[src/rtl/gcode_dispatcher_if.sv]
// Command handshake between the parser/FIFO side and the G-code dispatcher.
// The parser drives one decoded command per start/finish handshake.
interface gcode_dispatcher_if #(
    parameter int N_AXES = 5,
    parameter int W      = 32
);
    logic                  start;
    logic [31:0]           command_type;
    logic [N_AXES*W-1:0]   command_coord;
    logic [W-1:0]          command_param;
    logic                  finish;
    logic                  error;

    modport master (
        output start, command_type, command_coord, command_param,
        input  finish, error
    );

    modport slave (
        input  start, command_type, command_coord, command_param,
        output finish, error
    );
endinterface

[src/rtl/gcode_dispatcher.sv]
// G-code command dispatcher: latches one command, converts absolute targets to
// per-axis deltas, drives the downstream request strobes and reports completion.
`ifndef GCODE_G0
`define GCODE_G0   32'd0
`endif
`ifndef GCODE_G1
`define GCODE_G1   32'd1
`endif
`ifndef GCODE_G90
`define GCODE_G90  32'd90
`endif
`ifndef GCODE_G91
`define GCODE_G91  32'd91
`endif
`ifndef GCODE_G92
`define GCODE_G92  32'd92
`endif
`ifndef GCODE_M17
`define GCODE_M17  32'd1017
`endif
`ifndef GCODE_M18
`define GCODE_M18  32'd1018
`endif
`ifndef GCODE_M82
`define GCODE_M82  32'd1082
`endif
`ifndef GCODE_M83
`define GCODE_M83  32'd1083
`endif
`ifndef GCODE_M104
`define GCODE_M104 32'd1104
`endif
`ifndef GCODE_M106
`define GCODE_M106 32'd1106
`endif
`ifndef GCODE_M107
`define GCODE_M107 32'd1107
`endif
`ifndef GCODE_M109
`define GCODE_M109 32'd1109
`endif
`ifndef GCODE_M140
`define GCODE_M140 32'd1140
`endif
`ifndef GCODE_M190
`define GCODE_M190 32'd1190
`endif

module gcode_dispatcher #(
    parameter int N_AXES        = 5,
    parameter int N_EXTRUDERS   = 2,
    parameter int N_HEATERS     = 3,
    parameter int W             = 32,
    parameter int SETTLE_CYCLES = 100
) (
    input  logic                   clk,
    input  logic                   reset,
    gcode_dispatcher_if.slave      cmd,
    input  logic [N_AXES*W-1:0]    pos,
    input  logic                   finish_driving,
    input  logic [N_HEATERS-1:0]   heaters_finish,
    output logic [N_AXES*W-1:0]    new_command,
    output logic                   is_relative,
    output logic                   is_relative_extruder,
    output logic                   start_move,
    output logic                   set_position,
    output logic [N_HEATERS-1:0]   start_heat,
    output logic [N_HEATERS-1:0]   start_heat_long,
    output logic                   enable_steppers,
    output logic                   disable_steppers,
    output logic [7:0]             fan_duty,
    output logic                   busy
);

    localparam logic [31:0] OP_G0   = `GCODE_G0;
    localparam logic [31:0] OP_G1   = `GCODE_G1;
    localparam logic [31:0] OP_G90  = `GCODE_G90;
    localparam logic [31:0] OP_G91  = `GCODE_G91;
    localparam logic [31:0] OP_G92  = `GCODE_G92;
    localparam logic [31:0] OP_M17  = `GCODE_M17;
    localparam logic [31:0] OP_M18  = `GCODE_M18;
    localparam logic [31:0] OP_M82  = `GCODE_M82;
    localparam logic [31:0] OP_M83  = `GCODE_M83;
    localparam logic [31:0] OP_M104 = `GCODE_M104;
    localparam logic [31:0] OP_M106 = `GCODE_M106;
    localparam logic [31:0] OP_M107 = `GCODE_M107;
    localparam logic [31:0] OP_M109 = `GCODE_M109;
    localparam logic [31:0] OP_M140 = `GCODE_M140;
    localparam logic [31:0] OP_M190 = `GCODE_M190;

    localparam int unsigned FIRST_EXTRUDER = N_AXES - N_EXTRUDERS;
    localparam int          CNT_W          = (SETTLE_CYCLES > 1) ? $clog2(SETTLE_CYCLES) : 1;
    localparam logic [CNT_W-1:0] SETTLE_LOAD = CNT_W'(SETTLE_CYCLES - 1);

    typedef enum logic [2:0] {
        IDLE,
        EXEC,
        WAIT_MOVE,
        WAIT_HEAT,
        SETTLE,
        DONE
    } state_t;

    typedef enum logic [3:0] {
        K_MOVE,
        K_ABS,
        K_REL,
        K_EABS,
        K_EREL,
        K_SETPOS,
        K_HEAT,
        K_HEAT_LONG,
        K_ENABLE,
        K_DISABLE,
        K_FAN,
        K_FAN_OFF,
        K_ERROR
    } kind_t;

    state_t                 state, state_next;
    kind_t                  kind;

    logic [31:0]            type_q, type_d;
    logic [N_AXES*W-1:0]    coord_q, coord_d;
    logic [W-1:0]           param_q, param_d;
    logic [CNT_W-1:0]       cnt_q, cnt_d;

    logic [N_AXES*W-1:0]    nc_d;
    logic                   rel_d, rele_d, move_d, setpos_d, en_d, dis_d;
    logic [N_HEATERS-1:0]   heat_d, heatl_d;
    logic [7:0]             fan_d;
    logic                   fin_d, err_d;

    logic [N_HEATERS-1:0]   heat_sel;
    logic                   heat_valid;
    logic [N_AXES*W-1:0]    move_delta;

    assign busy = (state != IDLE);

    // One-hot heater select from the latched index; out-of-range or negative
    // indices simply produce no bit, which doubles as the validity check.
    always_comb begin
        heat_sel = '0;
        for (int unsigned i = 0; i < N_HEATERS; i++) begin
            heat_sel[i] = (param_q == W'(i));
        end
        heat_valid = |heat_sel;
    end

    // Per-axis delta: extruder axes follow the extruder mode flag, the rest follow XYZ mode.
    always_comb begin
        move_delta = '0;
        for (int unsigned i = 0; i < N_AXES; i++) begin
            if ((i >= FIRST_EXTRUDER) ? is_relative_extruder : is_relative) begin
                move_delta[i*W +: W] = coord_q[i*W +: W];
            end else begin
                move_delta[i*W +: W] = coord_q[i*W +: W] - pos[i*W +: W];
            end
        end
    end

    // Classify the latched opcode, folding parameter validity into the result.
    always_comb begin
        kind = K_ERROR;
        case (type_q)
            OP_G0, OP_G1:     kind = K_MOVE;
            OP_G90:           kind = K_ABS;
            OP_G91:           kind = K_REL;
            OP_M82:           kind = K_EABS;
            OP_M83:           kind = K_EREL;
            OP_G92:           kind = K_SETPOS;
            OP_M104, OP_M140: kind = heat_valid ? K_HEAT : K_ERROR;
            OP_M109, OP_M190: kind = heat_valid ? K_HEAT_LONG : K_ERROR;
            OP_M17:           kind = K_ENABLE;
            OP_M18:           kind = K_DISABLE;
            OP_M106:          kind = (param_q <= W'(255)) ? K_FAN : K_ERROR;
            OP_M107:          kind = K_FAN_OFF;
            default:          kind = K_ERROR;
        endcase
    end

    // State register.
    always_ff @(posedge clk or posedge reset) begin
        if (reset) begin
            state <= IDLE;
        end else begin
            state <= state_next;
        end
    end

    // Next-state logic.
    always_comb begin
        state_next = state;
        case (state)
            IDLE: if (cmd.start) state_next = EXEC;
            EXEC: begin
                case (kind)
                    K_MOVE:                          state_next = WAIT_MOVE;
                    K_HEAT:                          state_next = WAIT_HEAT;
                    K_HEAT_LONG, K_ENABLE, K_DISABLE: state_next = SETTLE;
                    default:                         state_next = DONE;
                endcase
            end
            WAIT_MOVE: if (finish_driving) state_next = DONE;
            WAIT_HEAT: if (|(heaters_finish & start_heat)) state_next = DONE;
            SETTLE:    if (cnt_q == '0) state_next = DONE;
            DONE:      if (!cmd.start) state_next = IDLE;
            default:   state_next = IDLE;
        endcase
    end

    // Next values of the registered outputs and datapath; strobes fall on the
    // same edge that enters DONE so finish and strobe release line up.
    always_comb begin
        type_d   = type_q;
        coord_d  = coord_q;
        param_d  = param_q;
        cnt_d    = cnt_q;
        nc_d     = new_command;
        rel_d    = is_relative;
        rele_d   = is_relative_extruder;
        move_d   = start_move;
        setpos_d = 1'b0;
        heat_d   = start_heat;
        heatl_d  = start_heat_long;
        en_d     = enable_steppers;
        dis_d    = disable_steppers;
        fan_d    = fan_duty;
        fin_d    = cmd.finish;
        err_d    = cmd.error;
        case (state)
            IDLE: begin
                if (cmd.start) begin
                    type_d  = cmd.command_type;
                    coord_d = cmd.command_coord;
                    param_d = cmd.command_param;
                end
            end
            EXEC: begin
                case (kind)
                    K_MOVE: begin
                        nc_d   = move_delta;
                        move_d = 1'b1;
                    end
                    K_ABS:  begin rel_d  = 1'b0; fin_d = 1'b1; end
                    K_REL:  begin rel_d  = 1'b1; fin_d = 1'b1; end
                    K_EABS: begin rele_d = 1'b0; fin_d = 1'b1; end
                    K_EREL: begin rele_d = 1'b1; fin_d = 1'b1; end
                    K_SETPOS: begin
                        nc_d     = coord_q;
                        setpos_d = 1'b1;
                        fin_d    = 1'b1;
                    end
                    K_HEAT: heat_d = heat_sel;
                    K_HEAT_LONG: begin
                        heatl_d = heat_sel;
                        cnt_d   = SETTLE_LOAD;
                    end
                    K_ENABLE: begin
                        en_d  = 1'b1;
                        cnt_d = SETTLE_LOAD;
                    end
                    K_DISABLE: begin
                        dis_d = 1'b1;
                        cnt_d = SETTLE_LOAD;
                    end
                    K_FAN:     begin fan_d = param_q[7:0]; fin_d = 1'b1; end
                    K_FAN_OFF: begin fan_d = '0;           fin_d = 1'b1; end
                    default:   begin err_d = 1'b1;         fin_d = 1'b1; end
                endcase
            end
            WAIT_MOVE: begin
                if (finish_driving) begin
                    move_d = 1'b0;
                    fin_d  = 1'b1;
                end
            end
            WAIT_HEAT: begin
                if (|(heaters_finish & start_heat)) begin
                    heat_d = '0;
                    fin_d  = 1'b1;
                end
            end
            SETTLE: begin
                if (cnt_q == '0) begin
                    heatl_d = '0;
                    en_d    = 1'b0;
                    dis_d   = 1'b0;
                    fin_d   = 1'b1;
                end else begin
                    cnt_d = cnt_q - CNT_W'(1);
                end
            end
            DONE: begin
                move_d  = 1'b0;
                heat_d  = '0;
                heatl_d = '0;
                en_d    = 1'b0;
                dis_d   = 1'b0;
                if (!cmd.start) begin
                    fin_d = 1'b0;
                    err_d = 1'b0;
                end
            end
            default: ;
        endcase
    end

    // Output and datapath registers.
    always_ff @(posedge clk or posedge reset) begin
        if (reset) begin
            type_q               <= '0;
            coord_q              <= '0;
            param_q              <= '0;
            cnt_q                <= '0;
            new_command          <= '0;
            is_relative          <= 1'b0;
            is_relative_extruder <= 1'b0;
            start_move           <= 1'b0;
            set_position         <= 1'b0;
            start_heat           <= '0;
            start_heat_long      <= '0;
            enable_steppers      <= 1'b0;
            disable_steppers     <= 1'b0;
            fan_duty             <= '0;
            cmd.finish           <= 1'b0;
            cmd.error            <= 1'b0;
        end else begin
            type_q               <= type_d;
            coord_q              <= coord_d;
            param_q              <= param_d;
            cnt_q                <= cnt_d;
            new_command          <= nc_d;
            is_relative          <= rel_d;
            is_relative_extruder <= rele_d;
            start_move           <= move_d;
            set_position         <= setpos_d;
            start_heat           <= heat_d;
            start_heat_long      <= heatl_d;
            enable_steppers      <= en_d;
            disable_steppers     <= dis_d;
            fan_duty             <= fan_d;
            cmd.finish           <= fin_d;
            cmd.error            <= err_d;
        end
    end

endmodule

[src/flat_wrapper.sv]
// flat-port wrapper written by rule: the top's interface ports become plain ports
module gcode_dispatcher_flat 
#(
    parameter int N_AXES        = 5,
    parameter int N_EXTRUDERS   = 2,
    parameter int N_HEATERS     = 3,
    parameter int W             = 32,
    parameter int SETTLE_CYCLES = 100
)
  (clk, reset, pos, finish_driving, heaters_finish, new_command, is_relative, is_relative_extruder, start_move, set_position, start_heat, start_heat_long, enable_steppers, disable_steppers, fan_duty, busy, cmd_start, cmd_command_type, cmd_command_coord, cmd_command_param, cmd_finish, cmd_error);
  gcode_dispatcher_if #(.N_AXES(N_AXES), .W(W)) cmd_i ();
  input  logic clk;
  input  logic reset;
  input  logic [N_AXES*W-1:0] pos;
  input  logic finish_driving;
  input  logic [N_HEATERS-1:0] heaters_finish;
  output logic [N_AXES*W-1:0] new_command;
  output logic is_relative;
  output logic is_relative_extruder;
  output logic start_move;
  output logic set_position;
  output logic [N_HEATERS-1:0] start_heat;
  output logic [N_HEATERS-1:0] start_heat_long;
  output logic enable_steppers;
  output logic disable_steppers;
  output logic [7:0] fan_duty;
  output logic busy;
  input wire logic [$bits(cmd_i.start)-1:0] cmd_start;
  input wire logic [$bits(cmd_i.command_type)-1:0] cmd_command_type;
  input wire logic [$bits(cmd_i.command_coord)-1:0] cmd_command_coord;
  input wire logic [$bits(cmd_i.command_param)-1:0] cmd_command_param;
  output wire logic [$bits(cmd_i.finish)-1:0] cmd_finish;
  output wire logic [$bits(cmd_i.error)-1:0] cmd_error;
  assign cmd_i.start = cmd_start;
  assign cmd_i.command_type = cmd_command_type;
  assign cmd_i.command_coord = cmd_command_coord;
  assign cmd_i.command_param = cmd_command_param;
  assign cmd_finish = cmd_i.finish;
  assign cmd_error = cmd_i.error;
  gcode_dispatcher #(.N_AXES(N_AXES), .N_EXTRUDERS(N_EXTRUDERS), .N_HEATERS(N_HEATERS), .W(W), .SETTLE_CYCLES(SETTLE_CYCLES)) u_core (.clk(clk), .reset(reset), .cmd(cmd_i), .pos(pos), .finish_driving(finish_driving), .heaters_finish(heaters_finish), .new_command(new_command), .is_relative(is_relative), .is_relative_extruder(is_relative_extruder), .start_move(start_move), .set_position(set_position), .start_heat(start_heat), .start_heat_long(start_heat_long), .enable_steppers(enable_steppers), .disable_steppers(disable_steppers), .fan_duty(fan_duty), .busy(busy));
endmodule
[config.mk]
export PLATFORM = sky130hd
export DESIGN_NAME = gcode_dispatcher_flat
export DESIGN_NICKNAME = d
export VERILOG_FILES = /design/src/rtl/gcode_dispatcher_if.sv /design/src/rtl/gcode_dispatcher.sv /design/src/flat_wrapper.sv
export SDC_FILE = /design/constraint.sdc
export NUM_CORES = 1
export LEC_CHECK = 0
export CAP_MARGIN = 25
export CORE_AREA = 2 2 222 224
export DETAILED_ROUTE_END_ITERATION = 16
export DIE_AREA = 0 0 224 226
export PLACE_DENSITY_LB_ADDON = 0.1
export SYNTH_ARGS = -nofsm -noshare
export SYNTH_HDL_FRONTEND = slang
export SYNTH_SLANG_ARGS = --single-unit
[constraint.sdc]
create_clock -name clk -period 40.6 [get_ports clk]
set_clock_uncertainty 0.05 [all_clocks]
set_input_delay 8.12 -clock clk [delete_from_list [all_inputs] [get_ports clk]]
set_output_delay 8.12 -clock clk [all_outputs]
set_load 0.02 [all_outputs]
# Word level (Yosys, flattened, before mapping)
# Index checks and enable logic that the tools add are counted.
[totals]
latchBits = 0
romBits = 0
out_inout_bits = 183
word_cells = 156
ram_bits = 0
ff_bits = 416
n_memories = 0
[op_classes]
mul = 0
order_cmp = 1
eq_ne = 46
addsub = 6
bitwise = 1
muxes = 47
reduce_logical = 38
div_mod_pow = 0
shift = 0
[ops]
columns = ["cell", "n"]
rows = [
  ["160-bit case mux with 2 select lines", 1],
  ["32-bit by 11-bit == test with 1-bit output (second input constant)", 8],
  ["32-bit two-way mux", 5],
  ["32-bit subtractor", 5],
  ["32-bit by 7-bit == test with 1-bit output (second input constant)", 3],
  ["32-bit by 1-bit == test with 1-bit output (second input constant)", 2],
  ["32-bit by 10-bit == test with 1-bit output (second input constant)", 2],
  ["32-bit logical NOT", 2],
  ["4-bit case mux with 12 select lines", 1],
  ["32-bit by 2-bit == test with 1-bit output (second input constant)", 1],
  ["32-bit by 8-bit <= comparator with 1-bit output (second input constant)", 1],
  ["3-bit two-way mux", 10],
  ["3-bit case mux with 3 select lines", 3],
  ["3-bit AND reduction", 7],
  ["3-bit case mux with 6 select lines", 1],
  ["4-bit by 3-bit == test with 1-bit output (second input constant)", 4],
  ["4-bit == test (second input constant)", 4],
  ["8-bit case mux with 2 select lines", 1],
  ["7-bit two-way mux", 2],
  ["2-bit by 1-bit != test with 1-bit output (second input constant)", 7],
  ["2-bit != test (second input constant)", 7],
  ["7-bit case mux with 2 select lines", 1],
  ["1-bit two-way mux", 13],
  ["2-bit nonzero test", 6],
  ["23 further kinds", 42],
]

# Logic depth before layout (Yosys ltp)
# Gate-level depths: netlist of the first run.
[logic_depth]
word_depth = 8
mapped_depth = 13
ltp_nobuf = 13

# Least setup slack after synthesis of the first run
# Ideal clock, no wire load.
[synth_timing]
kind = "input to register"
from = "in pos[135]"
to = "reg u_core.new_command[156]"
t_arrival_ns = 10.719
n_path_buf = 0
path_slack_ns = 29.705
stages = 11
setup_time_ns = 0.126
t_required_ns = 40.424
cell_sequence = "inv_1 > ha_1 > a2111o_1 > o211ai_1 > a21oi_1 > o41ai_1 > o21ai_0 > a21oi_1 > o21ai_0 > xnor2_1 > a221o_1"
[synth_via]
elab_chain_cells = 3
[synth_rtl]
columns = ["element", "line", "rtl"]
rows = [
  ["from (decl)", "flat_wrapper.sv:14", "input logic [N_AXES*W-1:0] pos;"],
  ["32-bit subtractor", "gcode_dispatcher.sv:157", "move_delta[i*W +: W] = coord_q[i*W +: W] - pos[i*W +: W];"],
  ["32-bit two-way mux", "gcode_dispatcher.sv:154", "if ((i >= FIRST_EXTRUDER) ? is_relative_extruder : is_relative) begin"],
  ["160-bit case mux with 2 select lines", "gcode_dispatcher.sv:240", "case (kind)"],
  ["to (signal assigned)", "gcode_dispatcher.sv:333", "new_command <= nc_d;"],
  ["to (decl)", "gcode_dispatcher.sv:62", "output logic [N_AXES*W-1:0] new_command,"],
]
# No other way between the ends.
# A chain may end at the register's enable or synchronous reset.

# Worst setup path after layout of the first run
[layout_timing]
from = "in pos[2]"
to = "reg u_core.new_command[28]"
# The elaborated chain is that of the path after synthesis.

==> impl_metrics.tcl, run 1 <==
set metrics [dict create \
    synthArstFlopShare 1.00 \
    final_cell_mix "clkdlybuf4s50_1, dfrtp_1, nand2_1, a21oi_1, nor2_1" \
    synth_compound_area_frac 0.172 \
    yosysUniqueCellTypes 81 \
    wl_met2_mm 37.8 \
    cp_max_fo 4 \
    p_leak_uw 0.0148 \
    cts_buffer_depth 3 \
    grt_use_total 0.310 \
    htree_levels 2 \
    holdWs_ns 0.430 \
    cts_tree "done" \
    arrival_ns 11.79 \
    wl_mm 80.3 \
    path_common_cell "o22ai_1" \
    path_cells "clkdlybuf4s50_1, inv_1, ha_1, nor2b_1, o31a_1, nor4_1, o31ai_1, a221oi_1, o22ai_1, o41ai_1, o21ai_0, xnor2_1, o22ai_1" \
    drt-pass1-iter-count 5 \
    maxSlewHeadroom 0.288 \
    fin_crit_ns 11.40 \
    rsz0062_at_grt "no" \
    ff_latch_area_um2 10400 \
    yosys_register_bits 416 \
    gr-total-overflow 0 \
    io_pins 574 \
    start_util 0.521 \
    drc 0 \
    powerDensity_nw_per_um2 63.9 \
    syn_inst 2746 \
    critPathKind "input pin to register" \
    path_buf_inv 2 \
    post_cts_resized 0 \
    synth_nets 3299 \
    finalHoldViolCount 0 \
    synthSimpleGateAreaFrac 0.143 \
    via_per_inst 5.72 \
    grt_pass1_wl_mm 123 \
    fin_nets 3834 \
    synth_flop_cell "dfrtp_1" \
    status "complete, no violations" \
    row_count 81 \
    postCtsHoldBufs 0 \
    fp.coreArea_um2 48300 \
    fillCellCount 3916 \
    wl_met1_mm 31.8 \
    crit_required_ns 40.99 \
    period_share 0.281 \
    die_x_um 224 \
    drtAntennaViolNets 0 \
    power.total_uw 2120 \
    drv_slew 0 \
    worst_slack_ns 29.20 \
    highest_layer "met5" \
    dp_slack_ns 28.72 \
    synth.avg_cell_area_um2 9.17 \
    wl_met3_mm 6.88 \
    vdd_drop_max_v 0.0000532 \
    yosys.area_share.xor_xnor 0.0421 \
    syn_area_um2 25200 \
    synth_top_family_by_area "compound AO/OA/AOI/OAI gates" \
    setup_viol 0 \
    drive_above_1_share 0.104 \
    fp.dieH_um 226 \
    area_growth_pct 31.9 \
    fmax_ghz 0.0877 \
    vias 22700 \
    cts_buffers 46 \
    clkTransAtPathRegs_ns 0.06 \
    gp_congestion 0.966 \
    cpMaxStageDelayCell "o41ai_1" \
    wl_per_cell_um 20.3 \
    crit_path_start_kind "input pin" \
    cts_root_buf "clkbuf_16" \
    worstMarginPinSlew_ns 1.06 \
    grt_pass1_vias 22700 \
    muxShareOfSynthArea 0.101 \
    ys_warn_count 0 \
    crit_family "compound AO/OA/AOI/OAI gates" \
    multi_input_area_um2 13600 \
    post_cts_buffers 0 \
    cts_sinks 416 \
    worstSkewPairLatency_ns 0.59 \
    max_stage_delay_ns 0.60 \
    portBuffers 573 \
    yosysSeqAreaShare 0.414 \
    dp_hpwl_mm 59.9 \
    dr.first_iter.drc_count 1513 \
    layout_commonest_cell "clkdlybuf4s50_1" \
    synthAdderAreaFrac 0.0820 \
    die_area_um2 50600 \
    worst_hold_path_type "register to register" \
    cp-end-kind "register" \
    cap_violations 0 \
    synth_edf_count 0 \
    antenna_found_initial 37 \
    fin_tns_setup_ns 0 \
    grt_max_degree 106 \
]
## worst min-delay path, stage by stage (launching register included)
cell	delay, ns
dfrtp_1	0.34
nand2_1	0.05
o21ai_0	0.06
## kinds of logic (layout without fill, tap and decap cells)
family | after synthesis | in the layout
flip-flops | 416 | 416
AND/OR/NAND/NOR | 788 | 788
multiplexers | 226 | 226
buffers and inverters | 305 | 873
adder cells (fa/ha/maj) | 162 | 162
XOR/XNOR | 121 | 121
AO/OA/AOI/OAI | 728 | 728
other | 0 | 29
## cell type report
type,instances,share of cell area
Tap cell,622,0.0234
Sequential cell,416,0.314
Timing Repair Buffer,595,0.180
Inverter,197,0.0225
Antenna cell,29,0.00219
Clock inverter,18,0.00758
Multi-Input combinational cell,2025,0.411
Clock buffer,63,0.0397
## worst paths after layout
check / startpoint / to / slack [ns] / depth (start not counted)
worst min register to register: u_core.new_command[70]$_DFFE_PP0P_ / u_core.new_command[70]$_DFFE_PP0P_ / 0.43 / 2
worst min-delay path: u_core.new_command[70]$_DFFE_PP0P_ / u_core.new_command[70]$_DFFE_PP0P_ / 0.43 / 2
worst max-delay path: pos[2] / u_core.new_command[28]$_DFFE_PP0P_ / 29.20 / 13
min in group asynchronous: reset / u_core.type_q[26]$_DFFE_PP0P_ / 8.00 / 2
worst max register to register: u_core.type_q[11]$_DFFE_PP0P_ / u_core.new_command[34]$_DFFE_PP0P_ / 36.16 / 9
max in group asynchronous: reset / u_core.coord_q[113]$_DFFE_PP0P_ / 31.01 / 3
## flip-flops by register name, summed over array words and instances, names as in the netlist, 3 cells and up
signal                  flops
u_core.start_heat           3
u_core.fan_duty             8
u_core.state                3
u_core.cnt_q                7
u_core.new_command        160
u_core.param_q             32
u_core.coord_q            160
u_core.start_heat_long      3
u_core.type_q              32
## metal layers
layer  up-vias  track usage
met5         -            0
li1      10700            -
met4        12        0.166
met3       213       0.0893
met1     10900        0.374
met2       848        0.503
## where the power goes
group | internal, uW | total (uW) | switching [uW]
logic | 502 | 1040 | 535
clock network | 264 | 440 | 176
registers | 536 | 645 | 109
total | 1300 | 2120 | 820
## Yosys cell counts (6+ instances only)
| cell | number | area share |
|---|---|---|
| dfrtp_1 | 416 | 0.41 |
| nand2_1 | 277 | 0.041 |
| a21oi_1 | 250 | 0.050 |
| nor2_1 | 244 | 0.036 |
| o21ai_0 | 222 | 0.044 |
| mux2_2 | 213 | 0.095 |
| inv_1 | 197 | 0.029 |
| ha_1 | 157 | 0.078 |
| xnor2_1 | 85 | 0.030 |
| clkbuf_1 | 80 | 0.012 |
| a31oi_1 | 52 | 0.013 |
| nand3_1 | 48 | 0.0095 |
| nor3_1 | 43 | 0.0085 |
| nand2b_1 | 40 | 0.0099 |
| a21o_1 | 39 | 0.012 |
| xor2_1 | 36 | 0.013 |
| nor2b_1 | 26 | 0.0065 |
| o21a_1 | 22 | 0.0066 |
| and3_1 | 21 | 0.0052 |
| buf_2 | 20 | 0.0040 |
| nor4_1 | 19 | 0.0047 |
| a211oi_1 | 18 | 0.0054 |
| o211ai_1 | 15 | 0.0045 |
| or3_1 | 14 | 0.0035 |
| o21bai_1 | 13 | 0.0039 |
| nand4_1 | 12 | 0.0030 |
| o31ai_1 | 11 | 0.0033 |
| mux2i_1 | 10 | 0.0040 |
| o22ai_1 | 9 | 0.0022 |
| o31a_1 | 9 | 0.0031 |
| or2_2 | 8 | 0.0020 |
| and2_1 | 7 | 0.0017 |
| o41ai_1 | 7 | 0.0024 |
| a221oi_1 | 6 | 0.0021 |
| a41oi_1 | 6 | 0.0021 |
| and4_1 | 6 | 0.0021 |
| buf_1 | 6 | 0.00089 |
## stage by stage
stage / instance area (um^2) / instances / utilization
after floorplan: 25200 / 2746 / -
after global placement: 31400 / 3850 / 0.650
after detailed placement: 31500 / 3851 / 0.651
after CTS: 33000 / 3932 / 0.683
after global routing: 33200 / 3960 / 0.686
final: 33200 / 3965 / 0.687
Power figures use the tool's default switching activity.
==> run 2, diff against run 1 <==
--- a/config.mk
+++ b/config.mk
@@ -6,9 +6,9 @@
 export NUM_CORES = 1
 export LEC_CHECK = 0
 export CAP_MARGIN = 25
-export CORE_AREA = 2 2 222 224
+export CORE_AREA = 2 2 224 226
 export DETAILED_ROUTE_END_ITERATION = 16
-export DIE_AREA = 0 0 224 226
+export DIE_AREA = 0 0 226 228
 export PLACE_DENSITY_LB_ADDON = 0.1
 export SYNTH_ARGS = -nofsm -noshare
 export SYNTH_HDL_FRONTEND = slang
==> constraint.sdc (replaced) <==
create_clock -name clk -period 11.3 [get_ports clk]
set_clock_uncertainty 0.05 [all_clocks]
set_input_delay 2.26 -clock clk [delete_from_list [all_inputs] [get_ports clk]]
set_output_delay 2.26 -clock clk [all_outputs]
set_load 0.02 [all_outputs]
==> run 2 against run 1 <==
Register-to-register slack got worse by 29 ns; total power rose to 3.6 times the previous value; non-clock buffer count rose by 4; worst hold slack got worse by 0.0037 ns; largest cell class unchanged; highest routed layer unchanged.
==> impl_metrics.tcl, run 2 (synthesis results as in run 1) <==
set metrics [dict create \
    grt_use_total 0.306 \
    worst_slack_ns 5.84 \
    p_leak_uw 0.0149 \
    fillCellCount 3987 \
    cap_violations 0 \
    drt-pass1-iter-count 5 \
    fin_crit_ns 5.46 \
    portBuffers 573 \
    drc 0 \
    dp_cells 3904 \
    fp.dieH_um 228 \
    gr-total-overflow 0 \
    fin_nets 3840 \
    dp_hpwl_mm 60.5 \
    htree_levels 2 \
    grt_max_degree 112 \
    path_common_cell "o31ai_1" \
    layout_commonest_cell "clkdlybuf4s50_1" \
    setup_viol 0 \
    cp_max_fo 5 \
    cts_tree "done" \
    gp_congestion 0.984 \
    fmax_ghz 0.183 \
    max_stage_delay_ns 0.54 \
    worstMarginPinSlew_ns 1.03 \
    cpMaxStageDelayCell "o41ai_1" \
    via_per_inst 5.64 \
    io_pins 574 \
    cp-end-kind "register" \
    drtAntennaViolNets 0 \
    dr.first_iter.drc_count 1461 \
    wl_mm 79.6 \
    start_util 0.510 \
    antenna_found_initial 35 \
    power.total_uw 7680 \
    clkTransAtPathRegs_ns 0.06 \
    die_area_um2 51500 \
    cts_sinks 416 \
    critPathKind "input pin to register" \
    wl_per_cell_um 19.8 \
    grt_pass1_vias 22500 \
    stdcell_count 4019 \
    cts_root_buf "clkbuf_16" \
    cts_buffer_depth 3 \
    drive_above_1_share 0.105 \
    finalHoldViolCount 0 \
    maxSlewHeadroom 0.313 \
    die_x_um 226 \
    post_cts_buffers 0 \
    cts_buffers 48 \
    status "complete, no violations" \
    worst_hold_path_type "register to register" \
    area_growth_pct 32.8 \
    drv_slew 0 \
    powerDensity_nw_per_um2 230 \
    fin_tns_setup_ns 0 \
    final_cell_mix "clkdlybuf4s50_1, dfrtp_1, nand2_1, a21oi_1, nor2_1" \
    path_cells "clkdlybuf4s50_1, inv_1, ha_1, a211oi_1, nor3_1, a2111oi_0, o31ai_1, a221oi_1, o22ai_1, o41ai_1, o31ai_1, xnor2_1, o21ai_0" \
    crit_required_ns 11.75 \
    vias 22700 \
    vdd_drop_max_v 0.000132 \
    grt_pass1_wl_mm 124 \
    row_count 82 \
    postCtsHoldBufs 0 \
    rsz0062_at_grt "no" \
    period_share 0.483 \
    crit_path_start_kind "input pin" \
    top_regs "u_core.coord_q x160, u_core.new_command x160" \
    post_cts_resized 0 \
    fp.coreArea_um2 49300 \
    dp_slack_ns 5.27 \
    worstSkewPairLatency_ns 0.59 \
    arrival_ns 5.90 \
]
[run 2: per-layer routing]
layer / track usage / up-vias / routed length [um]
met5: 0 / - / 147
met4: 0.147 / 22 / 3670
met3: 0.0869 / 209 / 6920
met2: 0.499 / 791 / 37200
met1: 0.373 / 10900 / 31700
li1: - / 10800 / -
[run 2: critical path: cells and delay by family]
kind	cells	cell delay, ns
simple gates	1	0.11
compound gates	8	2.54
xor+xnor	1	0.15
buf+inv	2	0.51
fa+ha+maj	1	0.34
[run 2: worst paths after layout]
kind                                                        to                                 from  cells past startpoint  slack, ns
setup / recovery            u_core.new_command[62]$_DFFE_PP0P_                              pos[40]                     13       5.84
hold / removal             u_core.new_command[139]$_DFFE_PP0P_  u_core.new_command[139]$_DFFE_PP0P_                      2       0.43
setup reg to reg            u_core.new_command[62]$_DFFE_PP0P_        u_core.type_q[11]$_DFFE_PP0P_                      9       6.74
hold reg to reg            u_core.new_command[139]$_DFFE_PP0P_  u_core.new_command[139]$_DFFE_PP0P_                      2       0.43
max in group asynchronous        u_core.type_q[18]$_DFFE_PP0P_                                reset                      5       7.58
min in group asynchronous   u_core.new_command[77]$_DFFE_PP0P_                                reset                      2       1.97
[run 2: layout make-up]
class	count	area [um^2]	area share
clock inverter	14	234	0.00700
tap	672	841	0.0252
multi-input combinational	2025	13600	0.408
antenna	24	60.1	0.00180
clock buffer	72	1440	0.0432
inverter	197	743	0.0222
sequential	416	10400	0.311
timing repair buffer	599	6050	0.181
[run 2: per-stage QoR]
step | instance area (um^2) | hold WS (ns) | util
after floorplan | 25200 | 0.403 | -
after detailed placement | 31500 | 0.419 | 0.639
after global routing | 33400 | 0.442 | 0.677
after CTS | 33200 | 0.433 | 0.673
final | 33400 | 0.426 | 0.677
after global placement | 31500 | 0.412 | 0.638
[run 2: power by group]
| group | internal [uW] | leakage, uW | switching (uW) |
|---|---|---|---|
| combinational | 1800 | 0.00957 | 1920 |
| sequential | 1920 | 0.00451 | 382 |
| clock | 1020 | 0.000824 | 641 |
| total | 4740 | 0.0149 | 2940 |
==> run 3, diff against run 2 <==
--- a/config.mk
+++ b/config.mk
@@ -6,9 +6,9 @@
 export NUM_CORES = 1
 export LEC_CHECK = 0
 export CAP_MARGIN = 25
-export CORE_AREA = 2 2 224 226
+export CORE_AREA = 2 2 235 237
 export DETAILED_ROUTE_END_ITERATION = 16
-export DIE_AREA = 0 0 226 228
+export DIE_AREA = 0 0 237 239
 export PLACE_DENSITY_LB_ADDON = 0.1
 export SYNTH_ARGS = -nofsm -noshare
 export SYNTH_HDL_FRONTEND = slang
==> constraint.sdc (replaced) <==
create_clock -name clk -period 4.7 [get_ports clk]
set_clock_uncertainty 0.05 [all_clocks]
set_input_delay 0.94 -clock clk [delete_from_list [all_inputs] [get_ports clk]]
set_output_delay 0.94 -clock clk [all_outputs]
set_load 0.02 [all_outputs]
==> run 3 against run 2 <==
Sequential power increased by 140%; routed wire length increased by 0.85%; global-route usage decreased by 2.7 points; total power increased by 140%; first-iteration DRC count decreased by 9.0%; critical endpoint is now u_core.new_command[60]$_DFFE_PP0P_; non-clock buffer count increased by 10; clock-buffer cell count increased by 2; worst setup slack got worse by 5.1 ns; core utilization decreased by 6.0 points; register-to-register slack got worse by 5.7 ns; critical path type unchanged; die area increased by 9.9%; sequential cell count unchanged.
==> impl_metrics.tcl, run 3 (synthesis results as in run 1) <==
set metrics [dict create \
    status "complete, no violations" \
    gr-total-overflow 0 \
    vias 22400 \
    cts_sinks 416 \
    die_area_um2 56600 \
    fp.coreArea_um2 54300 \
    drive_above_1_share 0.109 \
    drt-pass1-iter-count 6 \
    period_share 0.852 \
    die_x_um 237 \
    cts_buffers 50 \
    layout_commonest_cell "clkdlybuf4s50_1" \
    critPathKind "input pin to register" \
    max_stage_delay_ns 0.51 \
    worst_hold_path_type "register to register" \
    io_pins 574 \
    drv_slew 0 \
    drc 0 \
    r2r_cells 9 \
    fmax_ghz 0.250 \
    final_cell_mix "clkdlybuf4s50_1, dfrtp_1, nand2_1, a21oi_1, nor2_1" \
    vdd_drop_max_v 0.000330 \
    dr.first_iter.drc_count 1329 \
    worstMarginPinSlew_ns 0.887 \
    regToRegEndpoint "u_core.new_command[46]$_DFFE_PP0P_" \
    post_cts_buffers 0 \
    path_common_cell "o22ai_1" \
    start_util 0.463 \
    via_per_inst 5.52 \
    path_buf_inv 2 \
    maxSlewHeadroom 0.406 \
    r2r-start "u_core.type_q[16]$_DFFE_PP0P_" \
    crit_path_start_kind "input pin" \
    fin_crit_ns 4.00 \
    drtAntennaViolNets 0 \
    cpMaxStageDelayCell "o41ai_1" \
    fin_nets 3852 \
    p_leak_uw 0.0150 \
    fp.dieH_um 239 \
    dp_cells 3950 \
    cp_max_fo 4 \
    cap_violations 0 \
    wl_mm 80.3 \
    grt_pass1_vias 22200 \
    portBuffers 573 \
    htree_levels 2 \
    row_count 86 \
    area_growth_pct 33.3 \
    rsz0062_at_grt "no" \
    antenna_found_initial 31 \
    cp-end-kind "register" \
    cts_tree "done" \
    crit_required_ns 5.11 \
    top_regs "u_core.coord_q x160, u_core.new_command x160" \
    post_cts_resized 0 \
    hold_end "u_core.new_command[40]$_DFFE_PP0P_" \
    crit_family "compound AO/OA/AOI/OAI gates" \
    holdWs_ns 0.428 \
    cts_buffer_depth 3 \
    dp_hpwl_mm 61.4 \
    grt_pass1_wl_mm 124 \
    wl_per_cell_um 19.7 \
    r2r_setup_slack_ns 1.05 \
    path_cells "clkdlybuf4s50_1, inv_1, ha_1, nor2b_1, o31a_1, nor4_1, o31ai_1, a221oi_1, o22ai_1, o41ai_1, o21ai_0, xnor2_1, o22ai_1" \
    grt_max_degree 125 \
    holdCritStartpoint "u_core.new_command[40]$_DFFE_PP0P_" \
    min_path_cells 2 \
    worstSkewPairLatency_ns 0.61 \
    gp_congestion 0.930 \
    cts_root_buf "clkbuf_16" \
    arrival_ns 4.41 \
    stdcell_count 4065 \
    powerDensity_nw_per_um2 549 \
    grt_use_total 0.279 \
    clkTransAtPathRegs_ns 0.06 \
    postCtsHoldBufs 0 \
    finalHoldViolCount 0 \
    setup_viol 0 \
]
[run 3: power by group]
group	internal (uW)	switching, uW	total [uW]
logic	4390	4590	8980
registers	4630	901	5530
clock network	2320	1610	3930
total	11300	7100	18400
[run 3: layout make-up]
cell class / instances / area, um^2
Timing Repair Buffer: 609 / 6170
Clock buffer: 74 / 1450
Fill cell: 4691 / 20800
Multi-Input combinational cell: 2025 / 13600
Inverter: 197 / 743
Clock inverter: 17 / 211
Antenna cell: 23 / 57.6
Tap cell: 704 / 881
Sequential cell: 416 / 10400
[run 3: how the worst max path moves through the flow]
stage                  from                                  to  slack [ns]  cells after the start
finish              pos[34]  u_core.new_command[60]$_DFFE_PP0P_        0.70                     13
global route        pos[34]  u_core.new_command[60]$_DFFE_PP0P_        0.50                     13
CTS                 pos[66]  u_core.new_command[92]$_DFFE_PP0P_        0.76                     13
detailed placement  pos[66]  u_core.new_command[92]$_DFFE_PP0P_        0.15                     13
global placement    pos[66]  u_core.new_command[92]$_DFFE_PP0P_        0.15                     13
floorplan             reset        u_core.cmd.error$_DFFE_PP0P_       -1.90                      1
[run 3: stage by stage]
| step | setup slack (ns) | instance area, um^2 | setup TNS (ns) | util | power (uW) |
|---|---|---|---|---|---|
| 2_1_floorplan | -1.90 | 25200 | -790.22 | - | 12300 |
| 3_3_place_gp | 0.153 | 31800 | 0 | 0.585 | 14200 |
| 3_5_place_dp | 0.146 | 31800 | 0 | 0.586 | 14400 |
| 4_1_cts | 0.758 | 33500 | 0 | 0.616 | 18500 |
| 5_1_grt | 0.498 | 33600 | 0 | 0.617 | 19900 |
| 6_report | 0.697 | 33600 | 0 | 0.618 | 18400 |
[run 3: metal layers]
layer  vias up  track usage  routed length (um)
met5         -            0                  98
met4        16        0.124                3060
met3       171       0.0688                5770
met2       709        0.458               37700
met1     10800        0.350               33700
li1      10800            -                   -
[run 3: worst reg2reg max path, stage by stage, from the launching register on]
cell and delay (ns):
dfrtp_1 0.38, nor4_1 0.35, nand4_1 0.54, nor3_2 0.56, nand3_2 0.28, or2b_4 0.48, buf_12 0.39, nor2_1 0.16
a22oi_1 0.19, o21ai_0 0.10
